`config.mk`:
```
export PLATFORM = sky130hd
export DESIGN_NAME = dmem_access_unit
export DESIGN_NICKNAME = d
export VERILOG_FILES = /design/src/rtl/dmem_access_unit.sv
export SDC_FILE = /design/constraint.sdc
export NUM_CORES = 1
export LEC_CHECK = 0
export CAP_MARGIN = 10
export CORE_MARGIN = 2
export CORE_UTILIZATION = 50
export DETAILED_ROUTE_END_ITERATION = 10
export DONT_BUFFER_PORTS = 1
export PLACE_DENSITY_LB_ADDON = 0.2
export RECOVER_POWER = 25
export SLEW_MARGIN = 5
export SYNTH_ARGS = -nofsm -noshare
export SYNTH_HDL_FRONTEND = slang
export SYNTH_SLANG_ARGS = --single-unit
```
`constraint.sdc`:
```
create_clock -name clk -period 1.63 [get_ports clk]
set_input_delay 0.326 -clock clk [delete_from_list [all_inputs] [get_ports clk]]
set_output_delay 0.326 -clock clk [all_outputs]
set_load 0.005 [all_outputs]
```
`src/rtl/dmem_access_unit.sv`:
```
// -----------------------------------------------------------------------------
// dmem_access_unit
// Memory-stage load/store sequencer between the pipeline and the data cache.
// A valid, aligned load or store is latched in IDLE (stall raised in that
// same cycle). The cache request is then held in ACCESS until dmem_resp
// arrives. COMPLETE pulses done and releases the pipeline.
// A malformed request produces a one-cycle err pulse and no cache traffic:
// misaligned, reserved funct3, or both control bits set.
// An optional response timeout also ends in err, with no done.
//
// Ports
//   clk           : clock, rising edge
//   rst           : asynchronous active-low reset
//   req_valid     : memory stage holds a valid instruction
//   dcache_read   : load control bit
//   dcache_write  : store control bit
//   funct3[2:0]   : width/sign (000 b, 001 h, 010 w, 100 bu, 101 hu)
//   addr[31:0]    : effective byte address
//   store_data    : rs2 value for stores
//   dmem_read     : cache read request (registered)
//   dmem_write    : cache write request (registered)
//   dmem_address  : word-aligned cache address (registered)
//   dmem_wdata    : lane-shifted store data (registered)
//   dmem_mbe[3:0] : byte enables (registered)
//   dmem_resp     : cache done strobe
//   dmem_rdata    : cache read word
//   stall         : pipeline freeze
//   load_data     : aligned, extended load result (registered)
//   done          : one-cycle completion pulse (registered)
//   err           : one-cycle fault pulse (registered)
// -----------------------------------------------------------------------------
module dmem_access_unit #(
  parameter int RESP_TIMEOUT = 255
) (
  input  logic        clk,
  input  logic        rst,
  input  logic        req_valid,
  input  logic        dcache_read,
  input  logic        dcache_write,
  input  logic [2:0]  funct3,
  input  logic [31:0] addr,
  input  logic [31:0] store_data,
  output logic        dmem_read,
  output logic        dmem_write,
  output logic [31:0] dmem_address,
  output logic [31:0] dmem_wdata,
  output logic [3:0]  dmem_mbe,
  input  logic        dmem_resp,
  input  logic [31:0] dmem_rdata,
  output logic        stall,
  output logic [31:0] load_data,
  output logic        done,
  output logic        err
);

  localparam logic [7:0] TIMEOUT_C  = 8'(RESP_TIMEOUT);
  localparam logic       TIMEOUT_EN = (RESP_TIMEOUT != 0);

  typedef enum logic [1:0] {
    ST_IDLE     = 2'd0,
    ST_ACCESS   = 2'd1,
    ST_COMPLETE = 2'd2
  } state_t;

  state_t      r_state, w_state_nxt;
  logic [7:0]  r_cnt, w_cnt_nxt;
  logic        r_dmem_read, w_dmem_read_nxt;
  logic        r_dmem_write, w_dmem_write_nxt;
  logic [31:0] r_dmem_address, w_dmem_address_nxt;
  logic [31:0] r_dmem_wdata, w_dmem_wdata_nxt;
  logic [3:0]  r_dmem_mbe, w_dmem_mbe_nxt;
  logic [31:0] r_load_data, w_load_data_nxt;
  logic        r_done, w_done_nxt;
  logic        r_err, w_err_nxt;
  logic [2:0]  r_funct3, w_funct3_nxt;
  logic [1:0]  r_addr_lo, w_addr_lo_nxt;

  logic        w_idle;
  logic        w_one_op;
  logic        w_any_op;
  logic        w_reserved;
  logic        w_misaligned;
  logic        w_accept;
  logic        w_bad;
  logic [3:0]  w_mbe;
  logic [31:0] w_wdata;
  logic [7:0]  w_cnt_inc;
  logic        w_timeout;

  // Select the addressed byte/half of the returned word and extend it.
  function automatic logic [31:0] f_load_extend(input logic [31:0] word,
                                                input logic [1:0]  lo,
                                                input logic [2:0]  f3);
    logic [31:0] sh;
    sh = word >> {lo, 3'b000};
    case (f3)
      3'b000:  f_load_extend = {{24{sh[7]}}, sh[7:0]};
      3'b001:  f_load_extend = {{16{sh[15]}}, sh[15:0]};
      3'b100:  f_load_extend = {24'h000000, sh[7:0]};
      3'b101:  f_load_extend = {16'h0000, sh[15:0]};
      default: f_load_extend = sh;
    endcase
  endfunction

  // Request decode. Width comes from funct3[1:0], so stores with funct3[2]
  // set behave like their unsigned-load width.
  assign w_idle       = (r_state == ST_IDLE);
  assign w_one_op     = dcache_read ^ dcache_write;
  assign w_any_op     = dcache_read | dcache_write;
  assign w_reserved   = (funct3[1:0] == 2'b11) | (funct3 == 3'b110);
  assign w_misaligned = ((funct3[1:0] == 2'b01) & addr[0]) |
                        ((funct3[1:0] == 2'b10) & (addr[1:0] != 2'b00));
  // rst gates acceptance so the combinational stall is low during reset.
  assign w_accept     = rst & w_idle & req_valid & w_one_op & ~w_reserved & ~w_misaligned;
  assign w_bad        = w_idle & req_valid & w_any_op & (~w_one_op | w_reserved | w_misaligned);
  assign w_wdata      = store_data << {addr[1:0], 3'b000};

  // Timeout fires on the ACCESS cycle whose count reaches RESP_TIMEOUT.
  assign w_cnt_inc    = r_cnt + 8'd1;
  assign w_timeout    = TIMEOUT_EN & (w_cnt_inc == TIMEOUT_C);

  // Byte-enable generation for the incoming request.
  always_comb begin
    w_mbe = 4'b1111;
    if (dcache_read) begin
      w_mbe = 4'b1111;
    end else begin
      case (funct3[1:0])
        2'b00:   w_mbe = 4'b0001 << addr[1:0];
        2'b01:   w_mbe = 4'b0011 << addr[1:0];
        default: w_mbe = 4'b1111;
      endcase
    end
  end

  // Next-state and next-register logic for the access FSM.
  always_comb begin
    w_state_nxt        = r_state;
    w_cnt_nxt          = r_cnt;
    w_dmem_read_nxt    = r_dmem_read;
    w_dmem_write_nxt   = r_dmem_write;
    w_dmem_address_nxt = r_dmem_address;
    w_dmem_wdata_nxt   = r_dmem_wdata;
    w_dmem_mbe_nxt     = r_dmem_mbe;
    w_load_data_nxt    = r_load_data;
    w_funct3_nxt       = r_funct3;
    w_addr_lo_nxt      = r_addr_lo;
    w_done_nxt         = 1'b0;
    w_err_nxt          = 1'b0;
    case (r_state)
      ST_IDLE: begin
        if (w_accept) begin
          w_state_nxt        = ST_ACCESS;
          w_cnt_nxt          = 8'd0;
          w_dmem_read_nxt    = dcache_read;
          w_dmem_write_nxt   = dcache_write;
          w_dmem_address_nxt = {addr[31:2], 2'b00};
          w_dmem_wdata_nxt   = w_wdata;
          w_dmem_mbe_nxt     = w_mbe;
          w_funct3_nxt       = funct3;
          w_addr_lo_nxt      = addr[1:0];
        end else if (w_bad) begin
          w_err_nxt = 1'b1;
        end else begin
          w_err_nxt = 1'b0;
        end
      end
      ST_ACCESS: begin
        // A response on the timeout cycle still completes normally.
        if (dmem_resp) begin
          w_state_nxt      = ST_COMPLETE;
          w_dmem_read_nxt  = 1'b0;
          w_dmem_write_nxt = 1'b0;
          w_done_nxt       = 1'b1;
          if (r_dmem_read) begin
            w_load_data_nxt = f_load_extend(dmem_rdata, r_addr_lo, r_funct3);
          end else begin
            w_load_data_nxt = r_load_data;
          end
        end else if (w_timeout) begin
          w_state_nxt      = ST_IDLE;
          w_dmem_read_nxt  = 1'b0;
          w_dmem_write_nxt = 1'b0;
          w_err_nxt        = 1'b1;
        end else begin
          w_cnt_nxt = w_cnt_inc;
        end
      end
      ST_COMPLETE: begin
        w_state_nxt = ST_IDLE;
      end
      default: begin
        w_state_nxt      = ST_IDLE;
        w_dmem_read_nxt  = 1'b0;
        w_dmem_write_nxt = 1'b0;
      end
    endcase
  end

  // State and output registers.
  always_ff @(posedge clk or negedge rst) begin
    if (!rst) begin
      r_state        <= ST_IDLE;
      r_cnt          <= 8'd0;
      r_dmem_read    <= 1'b0;
      r_dmem_write   <= 1'b0;
      r_dmem_address <= 32'h0000_0000;
      r_dmem_wdata   <= 32'h0000_0000;
      r_dmem_mbe     <= 4'b0000;
      r_load_data    <= 32'h0000_0000;
      r_done         <= 1'b0;
      r_err          <= 1'b0;
      r_funct3       <= 3'b000;
      r_addr_lo      <= 2'b00;
    end else begin
      r_state        <= w_state_nxt;
      r_cnt          <= w_cnt_nxt;
      r_dmem_read    <= w_dmem_read_nxt;
      r_dmem_write   <= w_dmem_write_nxt;
      r_dmem_address <= w_dmem_address_nxt;
      r_dmem_wdata   <= w_dmem_wdata_nxt;
      r_dmem_mbe     <= w_dmem_mbe_nxt;
      r_load_data    <= w_load_data_nxt;
      r_done         <= w_done_nxt;
      r_err          <= w_err_nxt;
      r_funct3       <= w_funct3_nxt;
      r_addr_lo      <= w_addr_lo_nxt;
    end
  end

  assign dmem_read    = r_dmem_read;
  assign dmem_write   = r_dmem_write;
  assign dmem_address = r_dmem_address;
  assign dmem_wdata   = r_dmem_wdata;
  assign dmem_mbe     = r_dmem_mbe;
  assign load_data    = r_load_data;
  assign done         = r_done;
  assign err          = r_err;
  assign stall        = w_accept | (r_state == ST_ACCESS);

endmodule

```
After elaboration in Yosys (flattened, before gate mapping)

Cells that the tools add are included.

Bits in registers: 117
Bits of input ports: 105
Word-level logic and storage cells: 86

Reductions and logical operators: 10
Add/sub/neg operators: 1
Bitwise gates (word level): 21
Eq/ne operators: 14
Multiplexer cells: 24
Shifts and indexed selects: 4

Operators by type and width:

| cell                                                | number |
|---|---|
| case mux 32 bit (4 select lines)                    | 1 |
| << shifter 32 x 5 -> 32 bit                         | 1 |
| right shift 32 x 5 -> 32 bit                        | 1 |
| 2-to-1 mux 8 bit                                    | 3 |
| case mux 8 bit (2 select lines)                     | 1 |
| bitwise AND 1 bit                                   | 10 |
| 2-to-1 mux 1 bit                                    | 10 |
| equality test 3 bit, second input constant          | 3 |
| adder 8 x 1 -> 8 bit, second input constant         | 1 |
| equality test 8 bit, second input constant          | 1 |
| case mux 4 bit (2 select lines)                     | 1 |
| equality test 2 bit, second input constant          | 3 |
| 2-to-1 mux 2 bit                                    | 3 |
| OR 1 bit                                            | 6 |
| case mux 1 bit (3 select lines)                     | 2 |
| AND reduction 3 bit                                 | 2 |
| equality test 2 x 1 -> 1 bit, second input constant | 2 |
| zero test 2 bit                                     | 2 |
| 2-to-1 mux 4 bit                                    | 1 |
| != test 2 bit, second input constant                | 2 |
| inverter 1 bit                                      | 4 |
| case mux 2 bit (2 select lines)                     | 1 |
| AND reduction 2 bit                                 | 2 |
| AND reduction 4 bit                                 | 1 |
| 9 further kinds                                     | 10 |

Depth between registers and ports, before layout

Gate-level depths: netlist (run 1).

Depth in word-level cells: 8
Depth in mapped cells: 7
Depth with buffers taken out: 7

Worst setup path after synthesis (run 1)

No wires, ideal clock.

Kind: input to output
Start point: in addr[1]
End point: out stall
Stages: 6
Setup slack: -0.138 ns
Data required time: 1.304 ns
Arrival time: 1.442 ns
Path buffers: 3
Cells stage by stage: buf_2 > nor4_2 > o2111ai_2 > buf_2 > clkbuf_1 > nand2_1

Cells in the longest elaborated chain, start to end: 6

RTL lines:

| element            | RTL line | RTL |
|---|---|---|
| from (decl)        | 41       | `input logic [31:0] addr,` |
| nonzero test 2 bit | 112      | `((funct3[1:0] == 2'b10) & (addr[1:0] != 2'b00));` |
| bitwise AND 1 bit  | 112      |  |
| OR 1 bit           | 111      | `assign w_misaligned = ((funct3[1:0] == 2'b01) & addr[0]) \|` |
| inverter 1 bit     | 114      | `assign w_accept = rst & w_idle & req_valid & w_one_op & ~w_reserved & ~w_misaligned;` |
| bitwise AND 1 bit  | 114      |  |
| OR 1 bit           | 239      | `assign stall = w_accept \| (r_state == ST_ACCESS);` |
| to (decl)          | 50       | `output logic stall,` |

Every way passes these cells.

Worst setup path in the final report (run 1)

Start point: reg r_state[0]
End point: reg r_dmem_read, in the netlist dmem_read

Cells in the longest elaborated chain, start to end: 8

RTL lines:

| element                                 | RTL line | RTL |
|---|---|---|
| from (decl)                             | 65       | `state_t r_state, w_state_nxt;` |
| from (signal assigned)                  | 216      | `r_state <= w_state_nxt;` |
| zero test 2 bit                         | 107, 150 |  |
| bitwise AND 1 bit (5 in a row)          | 114      |  |
| != test 2 x 1 -> 1 bit (no source line) | --       |  |
| AND reduction 3 bit (no source line)    | --       |  |
| to (signal assigned)                    | 218      | `r_dmem_read <= w_dmem_read_nxt;` |
| to (decl)                               | 67       | `logic r_dmem_read, w_dmem_read_nxt;` |

Several ways; a longest one is shown, not always the timed one.
A chain may end at the register's enable or synchronous reset.

==> results of run 1 <==
## report_power, final
part,leakage [nW],switching (W),total [W],internal [W]
logic,1.61,0.00102,0.00233,0.00131
registers,1.48,0.000817,0.00460,0.00378
clock network,0.287,0.00134,0.00390,0.00256
total,3.39,0.00318,0.0108,0.00766
## layout by cell type (no fill, tap or decap), types with 11 or more instances in the layout
| cell | instances |
|---|---|
| o22a_1 | 18 |
| mux2_2 | 43 |
| clkbuf_16 | 19 |
| dfrtp_1 | 112 |
| nor2b_1 | 11 |
| buf_6 | 15 |
| o21ai_1 | 19 |
| nand2_1 | 69 |
| a21oi_1 | 26 |
| buf_4 | 36 |
| mux2i_1 | 32 |
| nor2_1 | 33 |
## Yosys cell counts, types with 2 or more instances
master / count / area [µm²]
buf_2: 15 / 75.1
o21ai_0: 36 / 180
o2bb2ai_1: 3 / 26.3
o211ai_1: 8 / 60.1
o31ai_1: 9 / 67.6
ha_1: 3 / 37.5
dfrtp_1: 117 / 2930
buf_6: 2 / 22.5
mux2i_1: 34 / 340
clkbuf_1: 11 / 41.3
buf_1: 5 / 18.8
a21oi_1: 32 / 160
nand2b_1: 2 / 12.5
nor3_1: 2 / 10.0
nand3_1: 8 / 40.0
nand4_1: 3 / 18.8
a211oi_1: 11 / 82.6
and3_1: 3 / 18.8
nor3b_1: 2 / 15.0
or3_1: 2 / 12.5
nor2b_1: 12 / 75.1
nand2_1: 75 / 282
a21o_1: 2 / 15.0
mux2_2: 48 / 541
o22a_1: 18 / 158
a31oi_1: 2 / 12.5
and2_1: 10 / 62.6
buf_4: 2 / 15.0
inv_1: 9 / 33.8
a31o_2: 2 / 17.5
o21a_1: 7 / 52.6
nand4b_1: 2 / 17.5
nor2_1: 33 / 124
## how the worst min path moves through the flow
stage | startpoint | end | slack, ns | depth (start not counted)
after floorplan | rst | dmem_address[10] | 0.03 | 0
after global placement | rst | load_data[10] | 0.03 | 0
after detailed placement | rst | load_data[10] | 0.03 | 0
after CTS | rst | r_state[1] | -0.41 | 0
after global routing | rst | dmem_wdata[18] | -0.41 | 0
final | rst | load_data[12] | -0.39 | 0
## state kept, by name (all words and copies together), names as in the netlist
signal	count
r_state	2
dmem_write	1
r_cnt	8
err	1
dmem_wdata	32
load_data	32
dmem_read	1
dmem_mbe	4
r_addr_lo	2
dmem_address	30
r_funct3	3
done	1
## cells by family after synthesis
kind of cell / share of synthesized area
buf+inv: 0.0361
fa+ha+maj: 0.00656
flops: 0.512
mux: 0.156
simple gates: 0.128
other cells: 0.000655
compound gates: 0.159
xor+xnor: 0.00153
## critical path: stages (launching register included)
cell and delay (ns):
dfrtp_2 0.43, nor3b_4 0.26, o2111ai_4 0.17, buf_6 0.18, buf_12 0.13, or3_4 0.33, a21oi_2 0.15, a31o_2 0.11
## stage by stage
step	std cells	setup WS (ns)
after global routing	757	-0.257
final	757	-0.201
after floorplan	546	-0.0218
after detailed placement	688	-0.263
after CTS	743	-0.215
after global placement	688	-0.124
## final cells by class
type,instances,share of cell area
multi-input cells,385,0.384
clock inverters,12,0.0236
repair buffers,71,0.115
clock buffers,20,0.0581
well taps,143,0.0238
flip-flops and latches,117,0.390
inverters,9,0.00449
## repair_timing
action / in CTS / in global routing
pin swaps: 18 / 23
endpoints found under the hold margin: 125 / 117
gates resized for setup: 55 / 76
cloned: 9 / 5
endpoints found under the setup margin: 67 / 115
setup buffers: 13 / 14
## routing by layer
metal | part of all wire | wire length (µm) | global-route usage | up-vias
li1 | - | - | - | 2061
met1 | 0.37 | 6100 | 0.304 | 2217
met2 | 0.50 | 8270 | 0.436 | 219
met3 | 0.098 | 1610 | 0.101 | 32
met4 | 0.026 | 430 | 0.121 | 0
met5 | 0 | 0 | 0 | -
==> reports/qor.txt, run 1 <==
status - finished, violations left
violated checks - hold timing, setup timing
post-route setup slack - -0.201 ns
Worst R2R End - dmem_read
initial antenna violation count - 0
clk sinks - 117
final setup fails - 78
Max-Slew Margin vs Limit - 0.560
Clock Skew - 0.00806 ns
IO Pins - 210
clock buffer depth - 2
CP required - 1.98 ns
RSZ-0062 raised after global routing - true
synthesized flop and latch total - 117
FILL cells - 863
Routed Antenna Nets - 0
Critical Path Fanout Max - 6
drt pass-1 iters - 5
worst vdd rail ir drop - 1.07 mV
worst flop-to-flop path startpoint - r_state[0]
vias in the first global route - 4664
nature of the critical path endpoint - flip-flop
Avg Cell Area, Syn - 10.5 µm²
Fmax - 546 MHz
synth unique cells - 48
area of the multi-input gates - 2890 µm²
ys flop type - dfrtp_1
WS Path Type - flip-flop to flip-flop
CTS H-Tree Depth - 4
Worst-Skew Late Latency - 0.41 ns
nets - 709
CTS tree - built
Max Cap Viol - 0
post-DP HPWL - 10.2 mm
CP Launch Type - flip-flop
row count - 39
reg2reg path depth - 7
Vias/cell - 5.98
# hold bufs at CTS - 1
mapped cell area - 5720 µm²
first-pass GRT wire length - 25.2 mm
Worst Setup EP - dmem_read
clk root buf - clkbuf_16
Reg2Reg Setup Slack - -0.20 ns
Fin Hold WS - -0.387 ns
Yosys warning total - 0
starting density of the core - 0.508
worst slew pin tran - 0.658 ns
Area after DPL - 6030 µm²
Port Buf Inserts - 0
Die Ht - 111 µm
DR DRC count - 0
PwrDens - 1440 nW/µm²
total core area - 11300 µm²
final instance area - 7520 µm²
worst hold path type - input port to asynchronous set/reset pin
pin count of the biggest net entering global routing - 119
GP Congestion - 0.896
crit path from - r_state[0]
layout overhead on the synthesized area - 31.4%
fin. max-slew vios - 0
total power - 0.0108 W
Arr. time, crit path - 2.18 ns
post-route clock period utilization - 1.12
DR vias - 4529
die width - 111 µm
Sequential cell area - 2930 µm²
clk slew on worst S/H paths - 0.06 ns
static leakage - 3.39 nW
Hold Fails Final Rpt - 117
asr flop ratio synth - 1.00
Tmin final - 1.83 ns
Routed WL per cell - 21.7 µm
die area - 12300 µm²
final core occ - 0.667
layout cells sized above 1 - 0.339
drt total wl - 16.4 mm
DR iter-0 viols - 270
setup_tns - -5.42 ns
gr ovfl total - 0
Seq/Total Area, Yosys - 0.512
Inserted Clock Buffers - 17
Tot GR Track Use - 0.264
cell count after synthesis - 545
# diodes - 0
number of enable flip-flop cells after synthesis - 0
Power figures use the tool's default switching activity.
==> inputs of run 2 (changes only) <==
--- a/config.mk
+++ b/config.mk
@@ -7,3 +7,2 @@
 export LEC_CHECK = 0
-export CAP_MARGIN = 10
 export CORE_MARGIN = 2
==> constraint.sdc (replaced) <==
create_clock -name clk -period 1.63 [get_ports clk]
set_input_delay 0.163 -clock clk [delete_from_list [all_inputs] [get_ports clk]]
set_output_delay 0.163 -clock clk [all_outputs]
set_load 0.005 [all_outputs]
==> reports/qor.txt, run 2 (synthesis gave the netlist of run 1 again) <==
status - finished, violations left (unchanged)
violated checks - hold timing, setup timing (unchanged)
clk slew on worst S/H paths - 0.05 ns (was 0.06 ns)
final setup fails - 49 (was 78)
most common cell after layout, fill and taps aside - dfrtp_1 (unchanged)
Max Cap Viol - 0 (unchanged)
DP Worst Slack - -0.267 ns (was -0.263 ns)
worst hold path type - input port to asynchronous set/reset pin (unchanged)
DR vias - 4665 (was 4529)
post-DP HPWL - 10.3 mm (was 10.2 mm)
total power - 0.0108 W (about the same)
first-pass GRT wire length - 25.4 mm (was 25.2 mm)
clock buffer depth - 2 (unchanged)
critical path cell sequence - nor3b_2, buf_4, o2111ai_4, buf_12, nand2_4 (was nor3b_4, o2111ai_4, buf_6, buf_12, or3_4, a21oi_2, a31o_2)
IO Pins - 210 (unchanged)
post-route clock period utilization - 1.08 (was 1.12)
Bufs and invs on worst path - 2 (unchanged)
layout overhead on the synthesized area - 33.4% (was 31.4%)
Critical Path Fanout Max - 6 (unchanged)
post-route setup slack - -0.128 ns (was -0.201 ns)
GP Congestion - 0.849 (was 0.896)
Tot GR Track Use - 0.265 (was 0.264)
WS Path Type - flip-flop to output pin (was flip-flop to flip-flop)
Die Ht - 111 µm (unchanged)
PwrDens - 1410 nW/µm² (was 1440 nW/µm²)
drt total wl - 16.4 mm (about the same)
Routed Antenna Nets - 0 (unchanged)
Port Buf Inserts - 0 (unchanged)
worst vdd rail ir drop - 0.843 mV (was 1.07 mV)
clk root buf - clkbuf_16 (unchanged)
worst slew pin tran - 0.565 ns (was 0.658 ns)
Worst-Skew Late Latency - 0.42 ns (was 0.41 ns)
CP max stage cell - dfrtp_1 (was dfrtp_2)
most frequent cells in the layout - dfrtp_1 (114), nand2_1 (72), dlygate4sd3_1 (61) (was dfrtp_1 (112), nand2_1 (69), mux2_2 (43))
Arr. time, crit path - 1.60 ns (was 2.18 ns)
CTS H-Tree Depth - 4 (unchanged)
final instance area - 7630 µm² (was 7520 µm²)
Switching Fraction - 0.299 (was 0.293)
# diodes - 0 (unchanged)
Fmax - 569 MHz (was 546 MHz)
clk sinks - 117 (unchanged)
die area - 12300 µm² (unchanged)
Comb pwr share - 0.221 (was 0.215)
vias in the first global route - 4769 (was 4664)
CP delay by family, top - flip-flops (was simple AND/OR/NAND/NOR gates)
drt pass-1 iters - 4 (was 5)
initial antenna violation count - 0 (unchanged)
nets - 752 (was 709)
CP required - 1.47 ns (was 1.98 ns)
static leakage - 3.40 nW (was 3.39 nW)
Clk network pwr share - 0.352 (was 0.360)
die width - 111 µm (unchanged)
gr ovfl total - 0 (unchanged)
pin count of the biggest net entering global routing - 119 (unchanged)
fin. max-slew vios - 0 (unchanged)
Vias/cell - 5.84 (was 5.98)
total core area - 11300 µm² (unchanged)
# hold bufs at CTS - 61 (was 1)
Clock Skew - 0.00532 ns (was 0.00806 ns)
Hold Fails Final Rpt - 117 (unchanged)
DR iter-0 viols - 270 (unchanged)
Max-Slew Margin vs Limit - 0.622 (was 0.560)
layout cells sized above 1 - 0.264 (was 0.339)
RSZ-0062 raised after global routing - true (unchanged)
CP Launch Type - flip-flop (unchanged)
Area after DPL - 6050 µm² (was 6030 µm²)
DR DRC count - 0 (unchanged)
Routed WL per cell - 20.5 µm (was 21.7 µm)
max incr delay on CP - 0.39 ns (was 0.43 ns)
Fin Hold WS - -0.557 ns (was -0.387 ns)
Net Sw Power - 0.00322 W (was 0.00318 W)
row count - 39 (unchanged)
starting density of the core - 0.508 (unchanged)
Inserted Clock Buffers - 17 (unchanged)
Tmin final - 1.76 ns (was 1.83 ns)
FILL cells - 826 (was 863)
nature of the critical path endpoint - output pin (was flip-flop)
final core occ - 0.677 (was 0.667)
CTS tree - built (unchanged)
Int Pwr - 0.00754 W (was 0.00766 W)
sequential power share - 0.427 (was 0.425)
-- run 2: changes by cell type in the layout (fill, tap and decap cells not counted), moves of 5 or more --
cell | before | now
buf_12 | 10 | 4
buf_6 | 15 | 8
dlygate4sd3_1 | 1 | 61
o21ai_0 | 7 | 25
o21ai_1 | 19 | 3
o31ai_1 | 1 | 9
o31ai_2 | 5 | 0
-- run 2: final timing paths --
kind	startpoint	endpoint	slack, ns	depth (start not counted)
min reg2reg	load_data[5]	load_data[5]	0.50	2
min in group clk	dmem_rdata[29]	load_data[29]	0.01	2
min	rst	load_data[27]	-0.56	0
max reg2reg	r_state[0]	r_cnt[4]	-0.11	8
max in group asynchronous	rst	r_cnt[0]	2.00	0
max	r_state[0]	stall	-0.13	5
-- run 2: cell type report --
cell class	instances	area, µm²	area share
Inverter	9	33.8	0.00442
Tap cell	143	179	0.0234
Clock buffer	19	443	0.0580
Timing Repair Buffer	114	1110	0.145
Clock inverter	12	155	0.0203
Multi-Input combinational cell	385	2780	0.365
Sequential cell	117	2930	0.384
-- run 2: what timing repair did --
item                                    in CTS  in global routing
cloned                                       2                  0
resized for setup                           43                 26
pin swaps                                   12                 16
endpoints found under the hold margin      189                117
buffers inserted                            10                  4
endpoints found under the setup margin      74                108
-- run 2: through the flow --
stage                     std cells  TNS, ns
final                           799    -2.81
after global placement          692    -3.49
after floorplan                 546  -0.0392
after global routing            799    -8.21
after detailed placement        692    -6.45
after CTS                       796    -3.54
-- run 2: layer usage --
| layer | vias to the layer above | wire length (µm) | GRT usage |
|---|---|---|---|
| li1 | 2141 | - | - |
| met1 | 2291 | 6410 | 0.310 |
| met2 | 201 | 8220 | 0.440 |
| met3 | 32 | 1410 | 0.0962 |
| met4 | 0 | 376 | 0.111 |
| met5 | - | 0 | 0 |
-- run 2: power by group through the flow --
stage	sequential (W)	combinational [W]	clock [W]
2_1_floorplan	0.00435	0.00147	0
3_3_place_gp	0.00457	0.00184	0
3_5_place_dp	0.00460	0.00193	0
4_1_cts	0.00459	0.00222	0.00382
5_1_grt	0.00469	0.00259	0.00397
6_report	0.00460	0.00237	0.00378
==> inputs of run 3 (changes only) <==
- CORE_MARGIN: 2 -> 1.5
==> reports/qor.txt, run 3 (synthesis gave the netlist of run 1 again) <==
status - finished, violations left (unchanged)
violated checks - hold timing, setup timing (unchanged)
CTS H-Tree Depth - 4 (unchanged)
Max Cap Viol - 0 (unchanged)
gr ovfl total - 0 (unchanged)
drt pass-1 iters - 4 (unchanged)
drt total wl - 17.4 mm (was 16.4 mm)
layout overhead on the synthesized area - 37.7% (was 33.4%)
Vias/cell - 5.87 (was 5.84)
vias in the first global route - 4982 (was 4769)
total core area - 11000 µm² (was 11300 µm²)
worst vdd rail ir drop - 0.948 mV (was 0.843 mV)
initial antenna violation count - 1 (was 0)
Routed WL per cell - 21.7 µm (was 20.5 µm)
Worst-Skew Late Latency - 0.42 ns (about the same)
clock buffer depth - 2 (unchanged)
static leakage - 3.48 nW (was 3.40 nW)
Fmax - 572 MHz (was 569 MHz)
fin cells - 803 (was 799)
fin. max-slew vios - 0 (unchanged)
Clock Skew - 0.00796 ns (was 0.00532 ns)
most common cell after layout, fill and taps aside - dfrtp_1 (unchanged)
DR DRC count - 0 (unchanged)
clk sinks - 117 (unchanged)
WS Path Type - flip-flop to flip-flop (was flip-flop to output pin)
Arr. time, crit path - 2.06 ns (was 1.60 ns)
CP Launch Type - flip-flop (unchanged)
Hold Fails Final Rpt - 118 (was 117)
DR iter-0 viols - 239 (was 270)
nature of the critical path endpoint - flip-flop (was output pin)
die area - 12100 µm² (was 12300 µm²)
post-DP HPWL - 9.95 mm (was 10.3 mm)
placed cells - 686 (was 692)
IO Pins - 210 (unchanged)
worst slew pin tran - 0.682 ns (was 0.565 ns)
Reg2Reg Setup Slack - -0.12 ns (was -0.11 ns)
reg2reg path depth - 7 (was 8)
CP required - 1.94 ns (was 1.47 ns)
row count - 38 (was 39)
RSZ-0062 raised after global routing - true (unchanged)
Inserted Clock Buffers - 17 (unchanged)
critical path cell sequence - inv_2, ha_2, and2_4, nand4_1, a21oi_4, nand2_2, a31o_2 (was nor3b_2, buf_4, o2111ai_4, buf_12, nand2_4)
Routed Antenna Nets - 0 (unchanged)
starting density of the core - 0.521 (was 0.508)
nets - 757 (was 752)
Tot GR Track Use - 0.290 (was 0.265)
DR vias - 4715 (was 4665)
final setup fails - 60 (was 49)
Die Ht - 110 µm (was 111 µm)
clk root buf - clkbuf_16 (unchanged)
PwrDens - 1390 nW/µm² (was 1410 nW/µm²)
worst hold path type - input port to asynchronous set/reset pin (unchanged)
Port Buf Inserts - 0 (unchanged)
post-route clock period utilization - 1.07 (was 1.08)
CTS tree - built (unchanged)
clk slew on worst S/H paths - 0.06 ns (was 0.05 ns)
Critical Path Fanout Max - 6 (unchanged)
first-pass GRT wire length - 25.9 mm (was 25.4 mm)
Max-Slew Margin vs Limit - 0.544 (was 0.622)
CP max stage cell - dfrtp_2 (was dfrtp_1)
max incr delay on CP - 0.45 ns (was 0.39 ns)
crit path from - r_cnt[0] (was r_state[0])
worst flop-to-flop path startpoint - r_cnt[0] (was r_state[0])
die width - 110 µm (was 111 µm)
Tmin final - 1.75 ns (was 1.76 ns)
GP Congestion - 0.838 (was 0.849)
Area after DPL - 6030 µm² (was 6050 µm²)
Fin Hold WS - -0.567 ns (was -0.557 ns)
# hold bufs at CTS - 67 (was 61)
most frequent cells in the layout - dfrtp_1 (114), nand2_1 (71), dlygate4sd3_1 (67) (was dfrtp_1 (114), nand2_1 (72), dlygate4sd3_1 (61))
FILL cells - 785 (was 826)
post-route setup slack - -0.119 ns (was -0.128 ns)
Worst R2R End - dmem_write (was r_cnt[4])
final instance area - 7880 µm² (was 7630 µm²)
pin count of the biggest net entering global routing - 119 (unchanged)
layout cells sized above 1 - 0.255 (was 0.264)
[run 3: stage by stage]
stage | total power (W) | hold WS, ns | util | setup slack (ns) | setup TNS [ns]
floorplan | 0.00582 | -0.133 | - | -0.0196 | -0.0392
global placement | 0.00641 | -0.130 | 0.549 | -0.118 | -2.34
detailed placement | 0.00650 | -0.130 | 0.549 | -0.185 | -3.56
CTS | 0.0108 | -0.572 | 0.695 | -0.0895 | -2.96
global route | 0.0115 | -0.576 | 0.717 | -0.193 | -7.68
finish | 0.0110 | -0.567 | 0.717 | -0.119 | -2.86
[run 3: final cells by class]
| class | count | area, µm² | share of cell area |
|---|---|---|---|
| Sequential cell | 117 | 2930 | 0.372 |
| Timing Repair Buffer | 119 | 1300 | 0.165 |
| Inverter | 9 | 33.8 | 0.00429 |
| Tap cell | 140 | 175 | 0.0222 |
| Clock inverter | 14 | 200 | 0.0254 |
| Multi-Input combinational cell | 385 | 2790 | 0.355 |
| Antenna cell | 1 | 2.50 | 0.000318 |
| Clock buffer | 18 | 439 | 0.0557 |
[run 3: how the worst max path moves through the flow]
stage                    end  slack, ns  cells past startpoint
3_3_place_gp      dmem_write      -0.12                      7
2_1_floorplan      dmem_read      -0.02                      7
4_1_cts                stall      -0.09                      5
6_report          dmem_write      -0.12                      7
5_1_grt           dmem_write      -0.19                      7
3_5_place_dp   load_data[25]      -0.18                      5
[run 3: what timing repair did]
action	in CTS	in global routing
pin swaps	10	17
endpoints found under the hold margin	191	117
setup endpoints to repair	49	111
gates cloned	5	1
gates resized for setup	25	47
buffers inserted	6	5
[run 3: metal layers]
layer | GRT usage | vias to the layer above | routed length (µm)
met1 | 0.327 | 2326 | 6530
met3 | 0.0917 | 35 | 1310
met5 | 0 | - | 0
met2 | 0.513 | 190 | 9250
met4 | 0.105 | 0 | 337
li1 | - | 2164 | -
[run 3: power by group]
group | total [W] | switching [W] | internal [W]
registers | 0.00462 | 0.000843 | 0.00378
clock network | 0.00403 | 0.00143 | 0.00261
logic | 0.00233 | 0.00101 | 0.00132
total | 0.0110 | 0.00328 | 0.00771
[run 3: critical path: cells and delay by family, from the launching register on]
| kind | cells | cell delay (ns) |
|---|---|---|
| DFF | 1 | 0.45 |
| adders and majority gates | 1 | 0.15 |
| and+or+nand+nor | 3 | 0.46 |
| buffers and inverters | 1 | 0.08 |
| AOI/OAI and AO/OA | 2 | 0.49 |
